<file path="src/rtl/lc4_pkg.sv">
// Shared LC4 decode definitions: opcodes, instruction field positions and the
// per-opcode flag table.
package lc4_pkg;

   localparam int unsigned OPC_W            = 5;
   localparam int unsigned LINK_REG_DEFAULT = 7;

   // Register fields are packed REG_W-wide slots below the opcode: rd | rs | rt
   localparam int unsigned RD_FIELD = 2;
   localparam int unsigned RS_FIELD = 1;
   localparam int unsigned RT_FIELD = 0;

   localparam logic [OPC_W-1:0] OP_NOP   = 5'b00000;
   localparam logic [OPC_W-1:0] OP_BRZ   = 5'b00001;
   localparam logic [OPC_W-1:0] OP_BRZP  = 5'b00010;
   localparam logic [OPC_W-1:0] OP_BRNP  = 5'b00011;
   localparam logic [OPC_W-1:0] OP_BRNZ  = 5'b00100;
   localparam logic [OPC_W-1:0] OP_ADD   = 5'b00101;
   localparam logic [OPC_W-1:0] OP_SUB   = 5'b00110;
   localparam logic [OPC_W-1:0] OP_ADDI  = 5'b00111;
   localparam logic [OPC_W-1:0] OP_JSR   = 5'b01000;
   localparam logic [OPC_W-1:0] OP_ANDI  = 5'b01001;
   localparam logic [OPC_W-1:0] OP_RTI   = 5'b01010;
   localparam logic [OPC_W-1:0] OP_CONST = 5'b01011;
   localparam logic [OPC_W-1:0] OP_SLL   = 5'b01100;
   localparam logic [OPC_W-1:0] OP_SRL   = 5'b01101;
   localparam logic [OPC_W-1:0] OP_SDRH  = 5'b01110;
   localparam logic [OPC_W-1:0] OP_SDRL  = 5'b01111;

   typedef struct packed {
      logic r1re;
      logic r2re;
      logic regfile_we;
      logic nzp_we;
      logic select_pc_plus_one;
      logic is_branch;
      logic is_control_insn;
      logic illegal;
   } dec_flags_t;

   function automatic dec_flags_t decode_flags(input logic [OPC_W-1:0] op);
      dec_flags_t f;
      f = '0;
      case (op)
         OP_NOP, OP_BRZ, OP_BRZP, OP_BRNP, OP_BRNZ: f.is_branch = 1'b1;
         OP_ADD, OP_SUB, OP_SLL, OP_SRL, OP_SDRH, OP_SDRL: begin
            f.r1re       = 1'b1;
            f.r2re       = 1'b1;
            f.regfile_we = 1'b1;
         end
         OP_ADDI, OP_ANDI: begin
            f.r1re       = 1'b1;
            f.regfile_we = 1'b1;
         end
         OP_CONST: f.regfile_we = 1'b1;
         OP_JSR: begin
            f.regfile_we         = 1'b1;
            f.select_pc_plus_one = 1'b1;
            f.is_control_insn    = 1'b1;
         end
         OP_RTI:  f.is_control_insn = 1'b1;
         default: f.illegal = 1'b1;
      endcase
      f.nzp_we = f.regfile_we;
      return f;
   endfunction

endpackage

</file>
<file path="src/rtl/lc4_insn_decode.sv">
// Combinational field and flag decode of one LC4 instruction word.
module lc4_insn_decode
   import lc4_pkg::*;
#(
   parameter int unsigned INSN_W   = 20,
   parameter int unsigned REG_W    = 5,
   parameter int unsigned LINK_REG = LINK_REG_DEFAULT
) (
   input  logic [INSN_W-1:0] insn,
   output logic [REG_W-1:0]  r1sel_c,
   output logic [REG_W-1:0]  r2sel_c,
   output logic [REG_W-1:0]  wsel_c,
   output dec_flags_t        flags_c
);

   logic [OPC_W-1:0] opcode;

   assign opcode = insn[INSN_W-1 -: OPC_W];

   always_comb begin
      flags_c = decode_flags(opcode);
      r1sel_c = insn[RS_FIELD*REG_W +: REG_W];
      r2sel_c = insn[RT_FIELD*REG_W +: REG_W];
      wsel_c  = (opcode == OP_JSR) ? REG_W'(LINK_REG) : insn[RD_FIELD*REG_W +: REG_W];
   end

endmodule

</file>
<file path="src/rtl/lc4_decode_stage.sv">
// LC4 decode stage: one-entry instruction holding register with register/NZP
// scoreboard, hazard stall, flush, and valid/ready on both sides.
module lc4_decode_stage
   import lc4_pkg::*;
#(
   parameter int unsigned INSN_W   = 20,
   parameter int unsigned REG_W    = 5,
   parameter int unsigned PC_W     = 16,
   parameter int unsigned LINK_REG = LINK_REG_DEFAULT
) (
   input  logic              clk,
   input  logic              rst,
   input  logic              in_valid,
   output logic              in_ready,
   input  logic [INSN_W-1:0] in_insn,
   input  logic [PC_W-1:0]   in_pc,
   output logic              out_valid,
   input  logic              out_ready,
   output logic [PC_W-1:0]   out_pc,
   output logic [REG_W-1:0]  out_r1sel,
   output logic [REG_W-1:0]  out_r2sel,
   output logic [REG_W-1:0]  out_wsel,
   output logic              out_r1re,
   output logic              out_r2re,
   output logic              out_regfile_we,
   output logic              out_nzp_we,
   output logic              out_select_pc_plus_one,
   output logic              out_is_branch,
   output logic              out_is_control_insn,
   output logic              out_illegal,
   input  logic              wb_valid,
   input  logic [REG_W-1:0]  wb_sel,
   input  logic              wb_nzp,
   input  logic              flush
);

   localparam int unsigned NREG = 1 << REG_W;

   logic              held_valid;
   logic [INSN_W-1:0] held_insn;
   logic [PC_W-1:0]   held_pc;
   logic [NREG-1:0]   pending;
   logic              nzp_pending;

   logic [REG_W-1:0]  dec_r1sel;
   logic [REG_W-1:0]  dec_r2sel;
   logic [REG_W-1:0]  dec_wsel;
   dec_flags_t        dec_flags;
   dec_flags_t        vis_flags;

   logic [NREG-1:0]   wb_mask;
   logic [NREG-1:0]   eff_pend;
   logic [NREG-1:0]   pending_n;
   logic              eff_nzp;
   logic              nzp_pending_n;
   logic              hazard;
   logic              issue;
   logic              load;

   lc4_insn_decode #(
      .INSN_W   (INSN_W),
      .REG_W    (REG_W),
      .LINK_REG (LINK_REG)
   ) u_decode (
      .insn    (held_insn),
      .r1sel_c (dec_r1sel),
      .r2sel_c (dec_r2sel),
      .wsel_c  (dec_wsel),
      .flags_c (dec_flags)
   );

   // Writeback clears are seen by the hazard check in the same cycle they retire
   always_comb begin
      wb_mask = '0;
      if (wb_valid) wb_mask[wb_sel] = 1'b1;
      eff_pend = pending & ~wb_mask;
      eff_nzp  = nzp_pending & ~wb_nzp;
      hazard   = (dec_flags.r1re       & eff_pend[dec_r1sel])
               | (dec_flags.r2re       & eff_pend[dec_r2sel])
               | (dec_flags.regfile_we & eff_pend[dec_wsel])
               | (dec_flags.is_branch  & eff_nzp);
      out_valid = held_valid & ~hazard & ~flush;
      issue     = out_valid & out_ready;
      in_ready  = ~flush & (~held_valid | issue);
      load      = in_valid & in_ready;
   end

   // Issue sets are applied after writeback clears so a same-register set wins
   always_comb begin
      pending_n = eff_pend;
      if (issue && dec_flags.regfile_we) pending_n[dec_wsel] = 1'b1;
      nzp_pending_n = eff_nzp | (issue & dec_flags.nzp_we);
   end

   always_ff @(posedge clk or posedge rst) begin
      if (rst) begin
         held_valid  <= 1'b0;
         held_insn   <= '0;
         held_pc     <= '0;
         pending     <= '0;
         nzp_pending <= 1'b0;
      end else if (flush) begin
         held_valid  <= 1'b0;
         pending     <= '0;
         nzp_pending <= 1'b0;
      end else begin
         pending     <= pending_n;
         nzp_pending <= nzp_pending_n;
         if (load) begin
            held_valid <= 1'b1;
            held_insn  <= in_insn;
            held_pc    <= in_pc;
         end else if (issue) begin
            held_valid <= 1'b0;
         end
      end
   end

   // Decode outputs read as zero whenever the stage is empty
   always_comb begin
      vis_flags = held_valid ? dec_flags : '0;
      out_pc    = held_valid ? held_pc   : '0;
      out_r1sel = held_valid ? dec_r1sel : '0;
      out_r2sel = held_valid ? dec_r2sel : '0;
      out_wsel  = held_valid ? dec_wsel  : '0;
      out_r1re               = vis_flags.r1re;
      out_r2re               = vis_flags.r2re;
      out_regfile_we         = vis_flags.regfile_we;
      out_nzp_we             = vis_flags.nzp_we;
      out_select_pc_plus_one = vis_flags.select_pc_plus_one;
      out_is_branch          = vis_flags.is_branch;
      out_is_control_insn    = vis_flags.is_control_insn;
      out_illegal            = vis_flags.illegal;
   end

endmodule

</file>
<file path="config.mk">
export PLATFORM = sky130hd
export DESIGN_NAME = lc4_decode_stage
export DESIGN_NICKNAME = d
export VERILOG_FILES = /design/src/rtl/lc4_pkg.sv /design/src/rtl/lc4_insn_decode.sv /design/src/rtl/lc4_decode_stage.sv
export SDC_FILE = /design/constraint.sdc
export NUM_CORES = 1
export LEC_CHECK = 0
export BUFFER_PORTS_ARGS = -buffer_cell sky130_fd_sc_hd__buf_2
export CAP_MARGIN = 25
export CORE_ASPECT_RATIO = 1.1
export CORE_MARGIN = 1
export CORE_UTILIZATION = 45
export DETAILED_ROUTE_END_ITERATION = 8
export PLACE_DENSITY = 0.78
export SYNTH_ARGS = -nofsm -noshare
export SYNTH_HDL_FRONTEND = slang
export SYNTH_SLANG_ARGS = --single-unit
</file>
<file path="constraint.sdc">
create_clock -name clk -period 7.5 [get_ports clk]
set_input_delay 0.375 -clock clk [delete_from_list [all_inputs] [get_ports clk]]
set_output_delay 0.375 -clock clk [all_outputs]
set_load 0.05 [all_outputs]
</file>
==> results.py, run 1 <==
metrics = {
    "placement": {
        "gp_congestion": 0.954,
        "hpwl_mm": 10.7,
        "portBuffers": 88,
        "placed_cells": 659,
    },
    "logic_synthesis": {
        "synth_cells": 490,
        "synth_nets": 538,
        "async_flop_share_pct": 100,
        "yosysMostFrequentCell": "dfrtp_1",
        "yosys_warnings": 0,
        "yosysTopAreaCellShare_pct": 38.2,
        "synth_edf_count": 0,
        "ys_seq_elements": 70,
        "ys_seq_area_share_pct": 38.2,
        "syn_avg_cell_area_um2": 9.35,
        "synthTopCellsByCount": "dfrtp_1 (70), o21ai_0 (48), mux2_2 (40)",
        "synthTopCellsByArea": "dfrtp_1 (38%), mux2_2 (9.8%), o21ai_0 (5.2%)",
        "synth_ff_type": "dfrtp_1",
        "syn_area_mm2": 0.00458,
        "yosysTopAreaCell": "dfrtp_1",
        "synth_cell_types": 65,
    },
    "floorplanning": {
        "die_w_um": 98.2,
        "die_height_um": 108,
        "dieArea_mm2": 0.0106,
        "initial_core_util_pct": 46.3,
        "rows": 38,
        "io_pins": 89,
        "core_mm2": 0.00989,
    },
    "power": {
        "pwr-share-clk_pct": 28.3,
        "internal_power_mw": 0.742,
        "comb_power_share_pct": 31.1,
        "power_frac_seq_pct": 40.7,
        "powerDensity_mw_per_mm2": 237,
        "peakVddDrop_uv": 143,
        "leakage_nw": 2.22,
        "swShare_pct": 40.1,
        "p_sw_mw": 0.498,
        "power.total_mw": 1.24,
    },
    "sta": {
        "fmax_mhz": 226,
        "tns_ps": 0,
        "report.final.slew_viol_count": 0,
        "tightestPinTransition_ps": 1050,
        "hold_violations": 0,
        "max_slew_margin_pct": 30.2,
        "post-route-min-period_ps": 4420,
        "timing.hold.ws_ps": 230,
        "rsz0062_at_grt": "no",
        "post-route-period-util_pct": 58.9,
        "setup_viol": 0,
        "skew_ps": 7.47,
    },
    "global_routing": {
        "overflow": 0,
        "grt_pass1_vias": 4349,
        "grt_max_degree": 71,
        "use_met1_pct": 37.1,
        "grtUsageMet2_pct": 47.6,
        "antenna_found_initial": 0,
        "grt_pass1_wl_mm": 23.4,
        "met3_usage_pct": 5.45,
        "grt.busiest_layer": "met2",
        "grt_util_all_layers_pct": 28.9,
    },
    "critical_path": {
        "crit_fanout": 20,
        "worstPathCellList": "xor2_1 -> o311ai_0 -> a311o_1 -> a21oi_1 -> a2111oi_4 -> o2111ai_2 -> a21oi_4 -> buf_16 -> mux2_2",
        "critPathCaptureType": "register",
        "slowest_delay_ps": 1040,
        "cp.required_ps": 7750,
        "critical_path_class": "reg2reg",
        "rrSetupSlack_ps": 3080,
        "critPathSlowestCell": "dfrtp_1",
        "path_delay_family": "compound AO/OA/AOI/OAI gates",
        "worst-path-buf-inv": 1,
        "cp-start-kind": "register",
        "arrival_ps": 4670,
    },
    "clocking": {
        "cts_buffers": 9,
        "path_clk_slew_ps": 90,
        "cts_htree_levels": 3,
        "cts_tree": "built",
        "cts_buffer_depth": 2,
        "cts.sinks": 70,
        "cts_resized": 0,
        "postCtsSetupRepairBufs": 0,
        "clock_latency_ps": 360,
        "cts_root_buffer": "clkbuf_8",
        "hold_buffers": 0,
    },
    "drt": {
        "wl_per_cell_um": 22.0,
        "drtPass1Iterations": 7,
        "postRouteAntennaNets": 0,
        "wl_mm": 14.8,
        "drc": 1,
        "vias": 4497,
        "vias_per_cell": 6.66,
        "drt_iter0_markers": 466,
    },
    "cells_and_area": {
        "multi_input_area_mm2": 0.00260,
        "fin_nets": 598,
        "final_cells": 675,
        "n_antenna_cell": 0,
        "fillCellCount": 918,
        "syn_to_final_growth_pct": 14.2,
        "regArea_mm2": 0.00175,
        "drive_gt1_share_pct": 27.9,
    },
    "outcome": {
        "violations": "design-rule violations",
        "status": "finished with violations",
    },
    "run": {
        "cap_violations": 0,
    },
    "worst_hold_path": {
        "hold_path_class": "in2reg",
    },
}
-- state kept, by name, indices dropped and copies added (netlist names) --
name / cells
held_insn: 20
held_pc: 16
held_valid: 1
nzp_pending: 1
pending: 32
-- logic make-up (layout without fill, tap and decap cells) --
group	Yosys count	count (layout)	share of synthesized area (%)
AND/OR/NAND/NOR	154	154	18.5
XOR/XNOR	5	5	0.956
flip-flops	70	70	38.2
multiplexers	64	64	15.3
buffers and inverters	50	115	5.03
AO/OA/AOI/OAI	147	147	22.0
-- stage by stage --
| stage | util, % | instance area, µm² | setup WS, ps |
|---|---|---|---|
| 3_5_place_dp | 50.7 | 5010 | 3210 |
| 4_1_cts | 52.9 | 5230 | 3150 |
| 2_1_floorplan | - | 4580 | 4300 |
| 6_report | 52.9 | 5230 | 3080 |
| 5_1_grt | 52.9 | 5230 | 2790 |
| 3_3_place_gp | 50.4 | 4980 | 2990 |
-- area by class of cell --
| cell class | instances | share of cell area (%) |
|---|---|---|
| flip-flops and latches | 70 | 33.5 |
| well taps | 120 | 2.87 |
| clock inverters | 7 | 1.87 |
| clock buffers | 9 | 2.37 |
| multi-input cells | 370 | 49.7 |
| repair buffers | 90 | 9.09 |
| inverters | 9 | 0.646 |
-- power groups by stage --
| stage | Combinational (mW) | Sequential [mW] | Clock (mW) |
|---|---|---|---|
| after global routing | 0.410 | 0.511 | 0.368 |
| after detailed placement | 0.378 | 0.508 | 0 |
| after global placement | 0.374 | 0.506 | 0 |
| final | 0.385 | 0.504 | 0.350 |
| after floorplan | 0.339 | 0.441 | 0 |
| after CTS | 0.381 | 0.501 | 0.353 |
-- cells in the final DEF, fill, tap and decap left out, types with 7 or more instances in the layout --
| master | synthesis | layout |
|---|---|---|
| buf_2 | 12 | 88 |
| dfrtp_1 | 70 | 70 |
| o21ai_0 | 48 | 48 |
| mux2_2 | 40 | 40 |
| nor2_1 | 29 | 29 |
| o22ai_1 | 28 | 28 |
| and2_1 | 27 | 27 |
| nand2_1 | 25 | 25 |
| mux2i_1 | 17 | 17 |
| nor3_1 | 16 | 16 |
| nand3_1 | 14 | 14 |
| a22oi_1 | 10 | 10 |
| a21oi_1 | 9 | 9 |
| clkbuf_8 | 0 | 9 |
| inv_1 | 9 | 8 |
| nand2b_1 | 7 | 7 |
| nand4_1 | 7 | 7 |
| o311ai_0 | 7 | 7 |
| mux2_1 | 7 | 7 |
-- final timing paths --
check,to,start,depth (start not counted)
min in group asynchronous,held_insn[13],rst,3
worst min-delay path,held_pc[15],in_pc[15],2
worst min register to register,held_pc[3],held_pc[3],1
worst max register to register,held_insn[0],held_insn[0],9
worst max-delay path,held_insn[0],held_insn[0],9
max in group asynchronous,pending[16],rst,3
-- per-layer routing --
metal	up-vias	wire length, µm	share of wire, %
met2	313	6910	47
met3	46	1500	10
met4	0	432	2.9
met1	2165	6000	40
li1	1973	-	-
met5	-	0	0
No activity file was read; power rests on OpenSTA's default activity.
==> run 2, diff against run 1 <==
--- a/config.mk
+++ b/config.mk
@@ -5,13 +5,14 @@
 export SDC_FILE = /design/constraint.sdc
 export NUM_CORES = 1
 export LEC_CHECK = 0
+export ABC_AREA = 1
 export BUFFER_PORTS_ARGS = -buffer_cell sky130_fd_sc_hd__buf_2
 export CAP_MARGIN = 25
 export CORE_ASPECT_RATIO = 1.1
 export CORE_MARGIN = 1
 export CORE_UTILIZATION = 45
 export DETAILED_ROUTE_END_ITERATION = 8
-export PLACE_DENSITY = 0.78
+export PLACE_DENSITY = 0.8
 export SYNTH_ARGS = -nofsm -noshare
 export SYNTH_HDL_FRONTEND = slang
 export SYNTH_SLANG_ARGS = --single-unit
==> constraint.sdc (replaced) <==
create_clock -name clk -period 3.6 [get_ports clk]
set_input_delay 0.18 -clock clk [delete_from_list [all_inputs] [get_ports clk]]
set_output_delay 0.18 -clock clk [all_outputs]
set_load 0.05 [all_outputs]
==> results.py, run 2 <==
metrics = {
    "sta": {
        "fmax_mhz": 339,
        "post-route-period-util_pct": 81.9,
        "tns_ps": 0,
        "rsz0062_at_grt": "no",
        "skew_ps": 6.07,
        "hold_violations": 0,
        "tightestPinTransition_ps": 735,
        "post-route-min-period_ps": 2950,
        "report.final.slew_viol_count": 0,
        "setup_viol": 0,
        "max_slew_margin_pct": 50.9,
    },
    "placement": {
        "portBuffers": 88,
        "placed_cells": 971,
        "gp_congestion": 0.958,
        "placed_area_mm2": 0.00545,
        "hpwl_mm": 10.8,
    },
    "power": {
        "power.total_mw": 2.64,
        "leakage_nw": 2.96,
        "peakVddDrop_uv": 306,
        "powerDensity_mw_per_mm2": 461,
    },
    "critical_path": {
        "crit_fanout": 10,
        "critical_path_class": "reg2out",
        "cp.required_ps": 3420,
        "critPathSlowestCell": "dfrtp_1",
        "slowest_delay_ps": 420,
        "worst-r2r-cell-count": 17,
        "critPathCaptureType": "output port",
        "crit_top_cell": "nand3_1",
        "arrival_ps": 2770,
        "cp.depth": 15,
        "cp-start-kind": "register",
        "path_delay_family": "simple AND/OR/NAND/NOR gates",
        "worstPathCellList": "nor2_1 -> nand3_4 -> o21ai_2 -> nand2_2 -> o21a_1 -> nand3_1 -> nand2_1 -> nand2_1 -> nand3_1 -> nand3_1 -> nand2_2 -> nor2_8 -> nand2_4 -> a21oi_1 -> buf_2",
        "worst-path-buf-inv": 1,
    },
    "cells_and_area": {
        "syn_to_final_growth_pct": 14.6,
        "top_regs": "pending x32, held_insn x20, held_pc x16",
        "n_antenna_cell": 0,
        "final_common_cell": "nand2_1",
        "fin_nets": 884,
        "fillCellCount": 1098,
        "final_cell_mix": "nand2_1 (202), nand3_1 (124), inv_1 (89)",
        "drive_gt1_share_pct": 16.3,
        "stdcell_area_mm2": 0.00573,
        "final_cells": 988,
        "largest_reg_flops": 32,
        "largest_register": "pending",
    },
    "drt": {
        "wl_per_cell_um": 15.3,
        "vias_per_cell": 5.53,
        "vias": 5461,
        "postRouteAntennaNets": 0,
        "drt_iter0_markers": 521,
        "drc": 0,
        "drtPass1Iterations": 5,
        "wl_mm": 15.1,
    },
    "logic_synthesis": {
        "synth_edf_count": 0,
        "syn_avg_cell_area_um2": 6.47,
        "yosysTopAreaCell": "dfrtp_1",
        "synthTopCellsByArea": "dfrtp_1 (35%), nand2_1 (15%), nand3_1 (12%)",
        "synth_cell_types": 31,
        "synth_nets": 821,
        "ys_seq_area_share_pct": 35.0,
        "yosysMostFrequentCell": "nand2_1",
        "yosys_warnings": 0,
        "async_flop_share_pct": 100,
        "synth_ff_type": "dfrtp_1",
        "yosysTopAreaCellShare_pct": 35.0,
        "synthTopCellsByCount": "nand2_1 (202), nand3_1 (124), inv_1 (90)",
        "syn_area_mm2": 0.00500,
        "synth_cells": 773,
        "ys_seq_elements": 70,
    },
    "clocking": {
        "cts.sinks": 70,
        "clock_latency_ps": 330,
        "cts_buffer_depth": 2,
        "path_clk_slew_ps": 60,
        "cts_resized": 0,
        "cts_buffers": 9,
        "hold_buffers": 1,
        "cts_root_buffer": "clkbuf_16",
        "postCtsSetupRepairBufs": 0,
        "cts_tree": "built",
        "cts_htree_levels": 3,
    },
    "global_routing": {
        "grt_util_all_layers_pct": 27.4,
        "grt_pass1_vias": 5040,
        "grt_pass1_wl_mm": 24.6,
        "grt_max_degree": 39,
        "antenna_found_initial": 0,
        "overflow": 0,
    },
    "floorplanning": {
        "initial_core_util_pct": 46.0,
        "dieArea_mm2": 0.0115,
        "core_mm2": 0.0109,
        "die_height_um": 113,
        "die_w_um": 103,
        "rows": 40,
        "io_pins": 89,
    },
    "worst_hold_path": {
        "hold_depth": 3,
        "hold_path_class": "in2reg",
    },
    "run": {
        "cap_violations": 0,
    },
    "outcome": {
        "status": "finished clean",
    },
}
[run 2: final cells by class]
| class | count | area [µm²] | share of cell area (%) |
|---|---|---|---|
| multi-input cells | 560 | 2650 | 46.2 |
| flip-flops and latches | 70 | 1750 | 30.6 |
| well taps | 147 | 184 | 3.21 |
| clock buffers | 13 | 250 | 4.36 |
| clock inverters | 3 | 20.0 | 0.349 |
| inverters | 98 | 368 | 6.42 |
| repair buffers | 97 | 510 | 8.90 |
[run 2: cells by family after synthesis]
| family | after synthesis | synth area share, % |
|---|---|---|
| AOI/OAI and AO/OA | 56 | 6.28 |
| buffers and inverters | 143 | 12.1 |
| DFF | 70 | 35.0 |
| and+or+nand+nor | 504 | 46.6 |
[run 2: per-stage QoR]
step	util (%)	worst slack (ps)	hold slack (ps)
2_1_floorplan	-	977	329
3_3_place_gp	50.2	915	340
3_5_place_dp	50.2	852	348
4_1_cts	52.8	655	86.8
5_1_grt	52.8	447	107
6_report	52.8	653	91.3
[run 2: power breakdown]
part | internal, mW | switching (mW)
Combinational | 0.232 | 0.660
Sequential | 0.859 | 0.0812
Clock | 0.484 | 0.328
[run 2: metal layers]
metal | GRT usage [%] | wire length, µm | vias up
li1 | - | - | 2663
met1 | 36.7 | 6300 | 2498
met2 | 41.6 | 6850 | 252
met3 | 4.11 | 1110 | 48
met4 | 15.7 | 826 | 0
met5 | 0 | 0 | -
[run 2: worst paths after layout]
path | start | endpoint | slack (ps)
setup / recovery | held_insn[19] | in_ready | 650
hold / removal | in_insn[18] | held_insn[18] | 90
setup reg to reg | held_insn[19] | held_insn[8] | 830
hold reg to reg | held_pc[8] | held_pc[8] | 470
max in group asynchronous | rst | pending[30] | 2140
min in group asynchronous | rst | held_pc[13] | 520
[run 2: tightest hold or removal path, stage by stage]
cell     delay [ps]
buf_2            80
nand4_1          70
nand2_1          70
